===== src/rtl/time_ctrl_pkg.sv =====
// Shared encodings, field limits and digit-mask constants for the manual
// time-setting controller.
package time_ctrl_pkg;

  typedef enum logic [1:0] {
    MODE_RUN      = 2'd0,
    MODE_SET_HOUR = 2'd1,
    MODE_SET_MIN  = 2'd2,
    MODE_SET_SEC  = 2'd3
  } mode_e;

  localparam logic [5:0] HOUR_MAX = 6'd23;
  localparam logic [5:0] MIN_MAX  = 6'd59;

  localparam logic [7:0] MASK_HOUR = 8'b1100_0000;
  localparam logic [7:0] MASK_MIN  = 8'b0001_1000;
  localparam logic [7:0] MASK_SEC  = 8'b0000_0011;

  function automatic logic [5:0] clamp_field(input logic [5:0] val,
                                             input logic [5:0] max);
    return (val > max) ? max : val;
  endfunction

  // One wrapping increment or decrement inside 0..max.
  function automatic logic [5:0] step_field(input logic [5:0] val,
                                            input logic [5:0] max,
                                            input logic       up);
    if (up) return (val == max) ? 6'd0 : val + 6'd1;
    else    return (val == 6'd0) ? max : val - 6'd1;
  endfunction

endpackage


===== src/rtl/time_set_if.sv =====
// Bundle between board keys / time counter / digit scanner and the
// time-setting controller.
interface time_set_if;
  import time_ctrl_pkg::*;

  logic       key_mode;
  logic       key_up;
  logic       key_down;
  logic [5:0] cur_hour;
  logic [5:0] cur_minute;
  logic [5:0] cur_second;
  logic [5:0] set_hour;
  logic [5:0] set_minute;
  logic [5:0] set_second;
  logic       load;
  logic       run_en;
  mode_e      mode;
  logic [7:0] blink_mask;

  modport slave (
    input  key_mode, key_up, key_down, cur_hour, cur_minute, cur_second,
    output set_hour, set_minute, set_second, load, run_en, mode, blink_mask
  );

  modport master (
    output key_mode, key_up, key_down, cur_hour, cur_minute, cur_second,
    input  set_hour, set_minute, set_second, load, run_en, mode, blink_mask
  );
endinterface


===== src/rtl/key_debounce.sv =====
// Synchronizes one active-low raw key, debounces it and emits a one-cycle
// pulse on each accepted press (1->0); releases are silent.
module key_debounce #(
  parameter int DB_CYCLES = 1_000_000
) (
  input  logic clk,
  input  logic rst,
  input  logic i_key_n,
  output logic o_press
);

  localparam int                CNT_W    = $clog2(DB_CYCLES + 1);
  localparam logic [CNT_W-1:0]  CNT_LAST = CNT_W'(DB_CYCLES - 1);

  logic             r_sync1;
  logic             r_sync2;
  logic             r_level;
  logic             r_press;
  logic [CNT_W-1:0] r_cnt;

  // NOTE: state registers use non-blocking assignments so every flop samples
  // pre-edge values, which is what makes the two-stage synchronizer a chain.
  always_ff @(posedge clk) begin
    if (rst) begin
      r_sync1 <= 1'b1;
      r_sync2 <= 1'b1;
      r_level <= 1'b1;
      r_cnt   <= '0;
      r_press <= 1'b0;
    end else begin
      r_sync1 <= i_key_n;
      r_sync2 <= r_sync1;
      r_press <= 1'b0;
      if (r_sync2 == r_level) begin
        r_cnt <= '0;
      end else if (r_cnt == CNT_LAST) begin
        r_level <= r_sync2;
        r_cnt   <= '0;
        r_press <= ~r_sync2;
      end else begin
        r_cnt <= r_cnt + CNT_W'(1);
      end
    end
  end

  assign o_press = r_press;

endmodule


===== src/rtl/time_set_ctrl.sv =====
// Mode FSM, edit registers, blink phase and idle timeout that sequence
// manual time setting of the clock display.
module time_set_ctrl
  import time_ctrl_pkg::*;
#(
  parameter int DB_CYCLES      = 1_000_000,
  parameter int BLINK_HALF     = 12_500_000,
  parameter int TIMEOUT_CYCLES = 500_000_000
) (
  input logic       clk,
  input logic       rst,
  time_set_if.slave bus
);

  localparam int               BLK_W     = $clog2(BLINK_HALF + 1);
  localparam logic [BLK_W-1:0] BLK_LAST  = BLK_W'(BLINK_HALF - 1);
  localparam int               IDLE_W    = $clog2(TIMEOUT_CYCLES + 1);
  localparam logic [IDLE_W-1:0] IDLE_LAST = IDLE_W'(TIMEOUT_CYCLES - 1);

  logic w_mode_ev, w_up_ev, w_down_ev;
  logic w_step, w_any_ev, w_timeout, w_force;

  key_debounce #(.DB_CYCLES(DB_CYCLES)) u_key_mode (
    .clk(clk), .rst(rst), .i_key_n(bus.key_mode), .o_press(w_mode_ev));
  key_debounce #(.DB_CYCLES(DB_CYCLES)) u_key_up (
    .clk(clk), .rst(rst), .i_key_n(bus.key_up), .o_press(w_up_ev));
  key_debounce #(.DB_CYCLES(DB_CYCLES)) u_key_down (
    .clk(clk), .rst(rst), .i_key_n(bus.key_down), .o_press(w_down_ev));

  mode_e             r_state, w_state_next;
  logic [5:0]        r_hour, r_min, r_sec;
  logic [5:0]        w_hour_next, w_min_next, w_sec_next;
  logic [5:0]        r_set_hour, r_set_min, r_set_sec;
  logic [5:0]        w_set_hour_next, w_set_min_next, w_set_sec_next;
  logic              r_load, w_load_next;
  logic              r_run_en, w_run_en_next;
  logic              r_phase, w_phase_next;
  logic [BLK_W-1:0]  r_blink_cnt, w_blink_cnt_next;
  logic [IDLE_W-1:0] r_idle, w_idle_next;
  logic [7:0]        w_mask;

  // Simultaneous up+down cancel; mode is checked first so it wins.
  assign w_step    = w_up_ev ^ w_down_ev;
  assign w_any_ev  = w_mode_ev | w_up_ev | w_down_ev;
  assign w_timeout = (r_idle == IDLE_LAST) && !w_any_ev;

  // NOTE: every signal written here gets a default first, so no path through
  // the case can leave one unassigned and infer a latch.
  always_comb begin
    w_state_next    = r_state;
    w_hour_next     = r_hour;
    w_min_next      = r_min;
    w_sec_next      = r_sec;
    w_set_hour_next = r_set_hour;
    w_set_min_next  = r_set_min;
    w_set_sec_next  = r_set_sec;
    w_load_next     = 1'b0;
    w_run_en_next   = r_run_en;
    w_force         = 1'b0;

    case (r_state)
      MODE_RUN: begin
        if (w_mode_ev) begin
          w_state_next  = MODE_SET_HOUR;
          w_hour_next   = clamp_field(bus.cur_hour,   HOUR_MAX);
          w_min_next    = clamp_field(bus.cur_minute, MIN_MAX);
          w_sec_next    = clamp_field(bus.cur_second, MIN_MAX);
          w_run_en_next = 1'b0;
          w_force       = 1'b1;
        end
      end
      MODE_SET_HOUR: begin
        if (w_mode_ev) begin
          w_state_next = MODE_SET_MIN;
          w_force      = 1'b1;
        end else if (w_timeout) begin
          w_state_next  = MODE_RUN;
          w_run_en_next = 1'b1;
        end else if (w_step) begin
          w_hour_next = step_field(r_hour, HOUR_MAX, w_up_ev);
          w_force     = 1'b1;
        end
      end
      MODE_SET_MIN: begin
        if (w_mode_ev) begin
          w_state_next = MODE_SET_SEC;
          w_force      = 1'b1;
        end else if (w_timeout) begin
          w_state_next  = MODE_RUN;
          w_run_en_next = 1'b1;
        end else if (w_step) begin
          w_min_next = step_field(r_min, MIN_MAX, w_up_ev);
          w_force    = 1'b1;
        end
      end
      MODE_SET_SEC: begin
        if (w_mode_ev) begin
          w_state_next    = MODE_RUN;
          w_set_hour_next = r_hour;
          w_set_min_next  = r_min;
          w_set_sec_next  = r_sec;
          w_load_next     = 1'b1;
          w_run_en_next   = 1'b1;
        end else if (w_timeout) begin
          w_state_next  = MODE_RUN;
          w_run_en_next = 1'b1;
        end else if (w_step) begin
          w_sec_next = step_field(r_sec, MIN_MAX, w_up_ev);
          w_force    = 1'b1;
        end
      end
      default: w_state_next = MODE_RUN;
    endcase

    w_idle_next = (r_state == MODE_RUN || w_any_ev || w_timeout)
                  ? '0 : r_idle + IDLE_W'(1);

    // Phase restarts visible on entering a field and after every edit.
    if (w_state_next == MODE_RUN || w_force) begin
      w_phase_next     = 1'b0;
      w_blink_cnt_next = '0;
    end else if (r_blink_cnt == BLK_LAST) begin
      w_phase_next     = ~r_phase;
      w_blink_cnt_next = '0;
    end else begin
      w_phase_next     = r_phase;
      w_blink_cnt_next = r_blink_cnt + BLK_W'(1);
    end
  end

  always_ff @(posedge clk) begin
    if (rst) begin
      r_state     <= MODE_RUN;
      r_hour      <= '0;
      r_min       <= '0;
      r_sec       <= '0;
      r_set_hour  <= '0;
      r_set_min   <= '0;
      r_set_sec   <= '0;
      r_load      <= 1'b0;
      r_run_en    <= 1'b1;
      r_phase     <= 1'b0;
      r_blink_cnt <= '0;
      r_idle      <= '0;
    end else begin
      r_state     <= w_state_next;
      r_hour      <= w_hour_next;
      r_min       <= w_min_next;
      r_sec       <= w_sec_next;
      r_set_hour  <= w_set_hour_next;
      r_set_min   <= w_set_min_next;
      r_set_sec   <= w_set_sec_next;
      r_load      <= w_load_next;
      r_run_en    <= w_run_en_next;
      r_phase     <= w_phase_next;
      r_blink_cnt <= w_blink_cnt_next;
      r_idle      <= w_idle_next;
    end
  end

  always_comb begin
    w_mask = 8'h00;
    case (r_state)
      MODE_SET_HOUR: w_mask = {8{r_phase}} & MASK_HOUR;
      MODE_SET_MIN:  w_mask = {8{r_phase}} & MASK_MIN;
      MODE_SET_SEC:  w_mask = {8{r_phase}} & MASK_SEC;
      default:       w_mask = 8'h00;
    endcase
  end

  assign bus.mode       = r_state;
  assign bus.load       = r_load;
  assign bus.run_en     = r_run_en;
  assign bus.set_hour   = r_set_hour;
  assign bus.set_minute = r_set_min;
  assign bus.set_second = r_set_sec;
  assign bus.blink_mask = w_mask;

endmodule


===== src/flat_wrapper.sv =====
// flat-port wrapper written by rule: the top's interface ports become plain ports
module time_set_ctrl_flat import time_ctrl_pkg::*;
#(
  parameter int DB_CYCLES      = 1_000_000,
  parameter int BLINK_HALF     = 12_500_000,
  parameter int TIMEOUT_CYCLES = 500_000_000
)
  (clk, rst, bus_key_mode, bus_key_up, bus_key_down, bus_cur_hour, bus_cur_minute, bus_cur_second, bus_set_hour, bus_set_minute, bus_set_second, bus_load, bus_run_en, bus_mode, bus_blink_mask);
  time_set_if bus_i ();
  input logic clk;
  input logic rst;
  input wire logic [$bits(bus_i.key_mode)-1:0] bus_key_mode;
  input wire logic [$bits(bus_i.key_up)-1:0] bus_key_up;
  input wire logic [$bits(bus_i.key_down)-1:0] bus_key_down;
  input wire logic [$bits(bus_i.cur_hour)-1:0] bus_cur_hour;
  input wire logic [$bits(bus_i.cur_minute)-1:0] bus_cur_minute;
  input wire logic [$bits(bus_i.cur_second)-1:0] bus_cur_second;
  output wire logic [$bits(bus_i.set_hour)-1:0] bus_set_hour;
  output wire logic [$bits(bus_i.set_minute)-1:0] bus_set_minute;
  output wire logic [$bits(bus_i.set_second)-1:0] bus_set_second;
  output wire logic [$bits(bus_i.load)-1:0] bus_load;
  output wire logic [$bits(bus_i.run_en)-1:0] bus_run_en;
  output wire logic [$bits(bus_i.mode)-1:0] bus_mode;
  output wire logic [$bits(bus_i.blink_mask)-1:0] bus_blink_mask;
  assign bus_i.key_mode = bus_key_mode;
  assign bus_i.key_up = bus_key_up;
  assign bus_i.key_down = bus_key_down;
  assign bus_i.cur_hour = bus_cur_hour;
  assign bus_i.cur_minute = bus_cur_minute;
  assign bus_i.cur_second = bus_cur_second;
  assign bus_set_hour = bus_i.set_hour;
  assign bus_set_minute = bus_i.set_minute;
  assign bus_set_second = bus_i.set_second;
  assign bus_load = bus_i.load;
  assign bus_run_en = bus_i.run_en;
  assign bus_mode = bus_i.mode;
  assign bus_blink_mask = bus_i.blink_mask;
  time_set_ctrl #(.DB_CYCLES(DB_CYCLES), .BLINK_HALF(BLINK_HALF), .TIMEOUT_CYCLES(TIMEOUT_CYCLES)) u_core (.clk(clk), .rst(rst), .bus(bus_i));
endmodule

===== config.mk =====
export PLATFORM = sky130hd
export DESIGN_NAME = time_set_ctrl_flat
export DESIGN_NICKNAME = d
export VERILOG_FILES = /design/src/rtl/time_ctrl_pkg.sv /design/src/rtl/time_set_if.sv /design/src/rtl/key_debounce.sv /design/src/rtl/time_set_ctrl.sv /design/src/flat_wrapper.sv
export SDC_FILE = /design/constraint.sdc
export NUM_CORES = 1
export LEC_CHECK = 0
export ABC_AREA = 1
export CAP_MARGIN = 20
export CORE_MARGIN = 2
export CORE_UTILIZATION = 60
export CTS_BUF_LIST = sky130_fd_sc_hd__clkbuf_16
export DETAILED_ROUTE_END_ITERATION = 16
export GPL_TIMING_DRIVEN = 0
export PLACE_DENSITY = 0.83
export SYNTH_ARGS = -nofsm -noshare
export SYNTH_HDL_FRONTEND = slang
export SYNTH_HIERARCHICAL = 1
export SYNTH_SLANG_ARGS = --single-unit

===== constraint.sdc =====
create_clock -name clk -period 2.6 [get_ports clk]
set_clock_uncertainty 0.15 [all_clocks]
set_input_delay 0.78 -clock clk [delete_from_list [all_inputs] [get_ports clk]]
set_output_delay 0.78 -clock clk [all_outputs]
set_load 0.01 [all_outputs]

==> results.md, run 1 <==
* Synth Cell Area at 8730 sq um
* Hold WS at roughly 0.29 ns
* Clk_lat worst skew at 0.43 ns
* Initial Util at between 60% and 70%
* EDFF count, synth at 0
* Post-synth top area cell: dfxtp_1
* Die ar. at 15500 sq um
* CTS max path bufs at 2
* Worst EP arrival at roughly 1.7 ns
* First-pass GRT wire length at 32000 um
* Hold EP: u_core/u_key_down/r_sync2
* CTS tree: built
* CTS H-tree lvls at 4
* Hold_sp: u_core/u_key_down/r_sync1
* Hold depth at 1
* TritonRoute pass-1 iters at 5
* Crit end category: output pin
* Final design utilization at 70.8%
* Fin. max-slew vios at 0
* R2R setup slack at around 0.37 ns
* Via count at roughly 7900
* Crit-path cells: inv_4 -> ha_4 -> buf_6 -> clkinvlp_4 -> nor3_4 -> buf_4 -> buf_6
* Placer Congestion at 0.923
* Clock-pin slew on the worst setup and hold paths at approximately 0.07 ns
* Overall Power at approximately 0.0056 W
* Final Setup Violations at 0
* Worst-case reg-to-reg path depth at 15
* Detailed Route Iter0 Violations at 682
* Core area at 14400 sq um
* Port Buffers at 50
* MaxCap Viol Count at 0
* PD cells at 547 nW/um^2
* Die Height at 125 um
* Fmax at 385 MHz
* CP Max Fanout at 4
* Rows at 44
* Diode count at 0
* Worst VDD drop at approximately 0.57 mV
* Clk root buf: clkbuf_16
* Yosys top cell area share at between 30% and 40%
* Final WL at 18800 um
* Critical path type: register to output pin
* Unique masters post-synth at 47
* Reg-to-Reg Start: u_core/bus.mode[0]
* Cell family with most CP delay: buffers and inverters
* Post-Synthesis Cells at 1190
* Status: completed
* Initial antenna violation count at 0
* DR WL/cell at 12.9 um
* CTS Hold Bufs at 0
* Ports at 53
* Worst Path Buf+Inv at 5
* Final Cycle Share at 99.8%
* Crit start category: register
* Largest net degree at the start of global routing at 17
* Synthesized area per cell at 7.34 sq um
* FF-to-FF End: u_core/r_blink_cnt[8]
* Period minus WS final at approximately 2.6 ns
* CP peak stage delay at 0.37 ns
* Hpwl dp at 13100 um
* Final TNS setup at 0 ns
* Via density at 5.37
* Most common library cells after synthesis: nand2_1 (221), nor2_1 (179), dfxtp_1 (166), inv_1 (120), a21oi_1 (73)
* Area Growth Syn to Fin at 16.6%
* Most area-consuming cells after synthesis: dfxtp_1 (38%), nand2_1 (9.5%), nor2_1 (7.7%)
* CTS Buf Count at 17
* FF+latch count, synth at ~170
* Post-synthesis sequential area ratio at 38.1%
* Vias in the first global route at 7260
* Crit-path slowest cell: dfxtp_4
* Clock sink count at 166
* RSZ-0062 raised after global routing: yes
* YS warnings at 6
* Lkg Pwr at 3.70 nW
* Min-Delay Path Class: register to register
* Critical Path RT at 1.67 ns
* Most used DFF post-synth: dfxtp_1
* Count leader, synth: nand2_1
* DRC viols at 0
* Slew HR at 58.7%
* Measured slew at the worst slew-check pin at 0.619 ns
* Final Hold Viols at 0
* Chip Width at 125 um
* Share of layout cells above drive strength 1 at 12.4%
* Antenna-violating nets left at 0
* Total gr overflow at 0
* Nets@finish at 1306
* Most used cell along the critical path: buf_6
* GRT Total Usage at 24.3%
* Async set or reset register ratio after synthesis at 0%
-- routing by layer --
layer / track usage, % / vias to the layer above / wire [um]
met5: 0 / - / 0
met4: 10.0 / 0 / 362
met3: 4.38 / 35 / 891
met2: 42.2 / 207 / 9260
met1: 29.7 / 3609 / 8310
li1: - / 4004 / -
-- area by class of cell --
class / instances / area (sq um)
tap: 184 / 230
multi-input combinational: 876 / 4820
clock buffer: 17 / 425
sequential: 166 / 3330
clock inverter: 15 / 169
fill: 1138 / 4190
buffer: 25 / 195
timing repair buffer: 57 / 546
inverter: 122 / 464
-- through the flow --
step                cell area, sq um  std cells  worst slack [ns]
floorplan                       8730       1191             0.289
global placement                9460       1425            -0.379
detailed placement              9460       1425            -0.406
CTS                            10100       1460           -0.0188
global route                   10200       1462           -0.0525
finish                         10200       1462           0.00580
-- power breakdown --
group	internal, W	switching (W)	total [W]
Sequential	0.00257	0.0000350	0.00261
Combinational	0.000180	0.000259	0.000439
Clock	0.00144	0.00108	0.00252
-- cell families (layout without fill, tap and decap cells) --
group,after synthesis,count (layout),share of synthesized area (%)
flip-flops,166,166,38.1
other,1,2,0.0430
AO/OA/AOI/OAI,160,160,10.3
adder cells (fa/ha/maj),18,18,2.58
XOR/XNOR,79,79,7.93
buffers and inverters,149,236,7.50
AND/OR/NAND/NOR,617,617,33.6
-- registers in the layout, indices dropped and copies added, names as in the netlist, 2 cells and up --
register	cells
u_core/u_key_mode/r_cnt	20
u_core/r_blink_cnt	24
u_core/bus.set_hour	6
u_core/bus.mode	2
u_core/r_idle	29
u_core/bus.set_minute	6
u_core/r_hour	6
u_core/u_key_down/r_cnt	20
u_core/r_min	6
u_core/bus.set_second	6
u_core/r_sec	6
u_core/u_key_up/r_cnt	20
-- how the worst max path moves through the flow --
stage | startpoint | to | slack, ns | cells past startpoint
4_1_cts | u_core/bus.mode[0] | bus_blink_mask[4] | -0.02 | 7
5_1_grt | u_core/bus.mode[0] | bus_blink_mask[4] | -0.05 | 7
6_report | u_core/bus.mode[0] | bus_blink_mask[4] | 0.006 | 7
3_5_place_dp | rst | u_core/bus.set_minute[4] | -0.41 | 6
2_1_floorplan | u_core/bus.mode[1] | bus_blink_mask[4] | 0.29 | 5
3_3_place_gp | rst | u_core/bus.set_hour[1] | -0.38 | 6
-- what timing repair did --
action,4_1_cts,5_1_grt
setup endpoints to repair,7,45
setup buffers,5,2
gates resized for setup,28,6
pin swaps,2,2
-- cell usage in the layout (no fill, tap or decap), drive strengths merged, types with 25 or more instances in the layout --
master / netlist / routed
clkbuf: 12 / 27
nand3: 82 / 82
xnor2: 26 / 26
nor2: 223 / 223
nand2: 228 / 228
clkdlybuf4s50: 0 / 43
buf: 15 / 25
a21oi: 76 / 76
dfxtp: 166 / 166
xor2: 53 / 53
o21ai: 47 / 47
inv: 121 / 126
Power figures use the tool's default switching activity.
==> inputs of run 2 (changes only) <==
CORE_UTILIZATION = 40   (was 60)
PLACE_DENSITY = 0.6   (was 0.83)
==> run 2 against run 1 <==
Net effect:
- global-route usage down 7.2 points
- final cell count up 6.6%
- largest power group unchanged
- setup slack better by 0.049 ns
- count of clock-buffer cells in the layout unchanged
- via count down 3.5%
- sequential share of layout area down 0.24 points
- utilization down 23 points
- first-iteration DRC count down 28%
- critical endpoint is now bus_blink_mask[7]
- non-clock buffer count up 3
==> results.md, run 2 (synthesized netlist as in run 1, its figures left out) <==
* Status: completed
* CP peak stage delay at 0.36 ns
* Port Buffers at 50
* DRC viols at 0
* Share of layout cells above drive strength 1 at between 10 and 15%
* Core area at 21600 sq um
* Final Cycle Share at a little over nine tenths
* Initial antenna violation count at 0
* CTS tree: built
* Hold WS at 0.257 ns
* Largest Register: u_core/r_idle
* R2R setup slack at 0.36 ns
* Die Height at 152 um
* Via count at between 7000 and 8000
* DR WL/cell at 12.2 um
* Crit-path cells: buf_4 -> ha_4 -> nand2_1 -> inv_1 -> buf_4 -> dlygate4sd2_1
* Largest net degree at the start of global routing at 17
* Met1 Resource Use GR at about 23%
* Met3 Usage GRT at under 10%
* Min-Delay Path Class: register to register
* Placer Congestion at 0.875
* Top Registers: u_core/r_idle (29), u_core/r_blink_cnt (24)
* NetSw at 0.00130 W
* Multi-input gate area at 4820 sq um
* Area Growth Syn to Fin at 17.4%
* Filler Cells Inserted at 2228
* Clk_lat worst skew at 0.42 ns
* Commonest cells after routing, fill and taps aside: nand2_1 (221), nor2_1 (179), dfxtp_1 (164), inv_1 (119), a21oi_1 (73)
* GRT Total Usage at 17.1%
* CTS Buf Count at 17
* RSZ-0062 raised after global routing: yes
* Worst-case reg-to-reg path depth at 13
* Detailed Route Iter0 Violations at 490
* Slew HR at 54.0%
* Final Setup Violations at 0
* Fmax at between 300 and 400 MHz
* Most used cell along the critical path: buf_4
* Ports at 53
* Vias in the first global route at 6934
* GRT Max-Usage Layer: met2
* CTS Hold Bufs at 0
* Clk root buf: clkbuf_16
* MaxCap Viol Count at 0
* Sequential share of power at between 40% and 50%
* TritonRoute pass-1 iters at 5
* CTS max path bufs at 2
* Final WL at approximately 19000 um
* Worst VDD drop at about 0.42 mV
* Total gr overflow at 0
* Hpwl dp at 13700 um
* Period minus WS final at between 2 and 3 ns
* Initial Util at about two fifths
* PD cells at between 500 and 600 nW/um^2
* Reg-to-Reg Start: u_core/bus.mode[0]
* Via density at 4.86
* FF/Latch Area at 3330 sq um
* Rows at 54
* Crit end category: output pin
* Diode count at 0
* Max reg flops at 29
* Crit start category: register
* Antenna-violating nets left at 0
* M2 GR Usage at between 20% and 30%
* Comb pwr share at 8.3%
* Measured slew at the worst slew-check pin at 0.690 ns
* Final design utilization at 47.4%
* Worst Path Buf+Inv at 4
* Chip Width at around 150 um
* Critical Path RT at ~1.7 ns
* Final Hold Viols at 0
* Clock share of power at 42.8%
* CP Capture Point: bus_blink_mask[7]
* CTS H-tree lvls at 4
* FF-to-FF End: u_core/r_blink_cnt[15]
* CP Max Fanout at 3
* Design area at 10300 sq um
* Clock sink count at approximately 170
* Fin. max-slew vios at 0
* Lkg Pwr at ~3.7 nW
* Switching share of total power at 24.3%
* Worst path depth at 6
* Critical path type: register to output pin
* Cell family with most CP delay: buffers and inverters
* Crit-path slowest cell: dfxtp_4
* Nets@finish at 1309
* Most common cell after layout, fill and taps aside: nand2_1
* CP Launch Point: u_core/bus.mode[0]
* Cell Area, Placed at around 9600 sq um
* Internal Pwr Total at 0.00404 W
* Die ar. at 23000 sq um
* Worst EP arrival at 1.62 ns
* Clock-pin slew on the worst setup and hold paths at 0.06 ns
* First-pass GRT wire length at 32100 um
==> run 2: cell type report <==
cell class / count / share of cell area (%)
multi-input combinational: 876 / 47.0
inverter: 122 / 4.55
clock buffer: 17 / 4.15
clock inverter: 13 / 0.940
sequential: 166 / 32.5
buffer: 26 / 1.95
timing repair buffer: 59 / 5.50
tap: 280 / 3.42
==> run 2: stage by stage <==
stage | setup WS [ns] | power, W | cells | TNS [ns]
after floorplan | 0.289 | 0.00296 | 1191 | 0
after global placement | -0.489 | 0.00309 | 1521 | -14.20
after detailed placement | -0.479 | 0.00309 | 1521 | -13.76
after CTS | -0.130 | 0.00541 | 1557 | -0.139
after global routing | -0.00368 | 0.00557 | 1559 | -0.00368
final | 0.0549 | 0.00534 | 1559 | 0
==> run 2: what timing repair did <==
action / in CTS / in global routing
buffers inserted: 7 / 2
gates resized for setup: 34 / 6
setup endpoints to repair: 16 / 4
pin swaps: 2 / 2
hold endpoints to repair: 0 / 0
==> run 2: worst reg2reg max path, cell delays in order (launching register included) <==
cell     delay [ns]
dfxtp_4        0.36
inv_4          0.05
buf_4          0.11
ha_4           0.20
inv_1          0.14
nor2_2         0.29
inv_1          0.12
o21ai_0        0.18
inv_1          0.06
nand2_1        0.09
nand2_2        0.09
nand3_4        0.11
buf_8          0.15
nor2_1         0.04
==> run 2: how the worst min path moves through the flow <==
| stage | startpoint | end | slack [ns] | cells after the start |
|---|---|---|---|---|
| after global routing | u_core/u_key_down/r_sync1 | u_core/u_key_down/r_sync2 | 0.27 | 1 |
| final | u_core/u_key_down/r_sync1 | u_core/u_key_down/r_sync2 | 0.26 | 1 |
| after CTS | u_core/u_key_down/r_sync1 | u_core/u_key_down/r_sync2 | 0.26 | 1 |
| after global placement | u_core/u_key_down/r_sync1 | u_core/u_key_down/r_sync2 | 0.24 | 1 |
| after detailed placement | u_core/u_key_down/r_sync1 | u_core/u_key_down/r_sync2 | 0.24 | 1 |
| after floorplan | u_core/u_key_down/r_sync1 | u_core/u_key_down/r_sync2 | 0.24 | 1 |
==> run 2: power by group through the flow <==
stage / clock network (W) / registers [W] / logic (W)
2_1_floorplan: 0 / 0.00266 / 0.000303
5_1_grt: 0.00246 / 0.00261 / 0.000497
4_1_cts: 0.00236 / 0.00261 / 0.000437
3_5_place_dp: 0 / 0.00267 / 0.000420
3_3_place_gp: 0 / 0.00267 / 0.000420
6_report: 0.00229 / 0.00261 / 0.000445
==> run 2: routing by layer <==
metal	vias up	share of wire, %
met2	118	46
met1	3448	49
li1	3999	-
met5	-	0
met3	15	3.6
met4	0	1.1
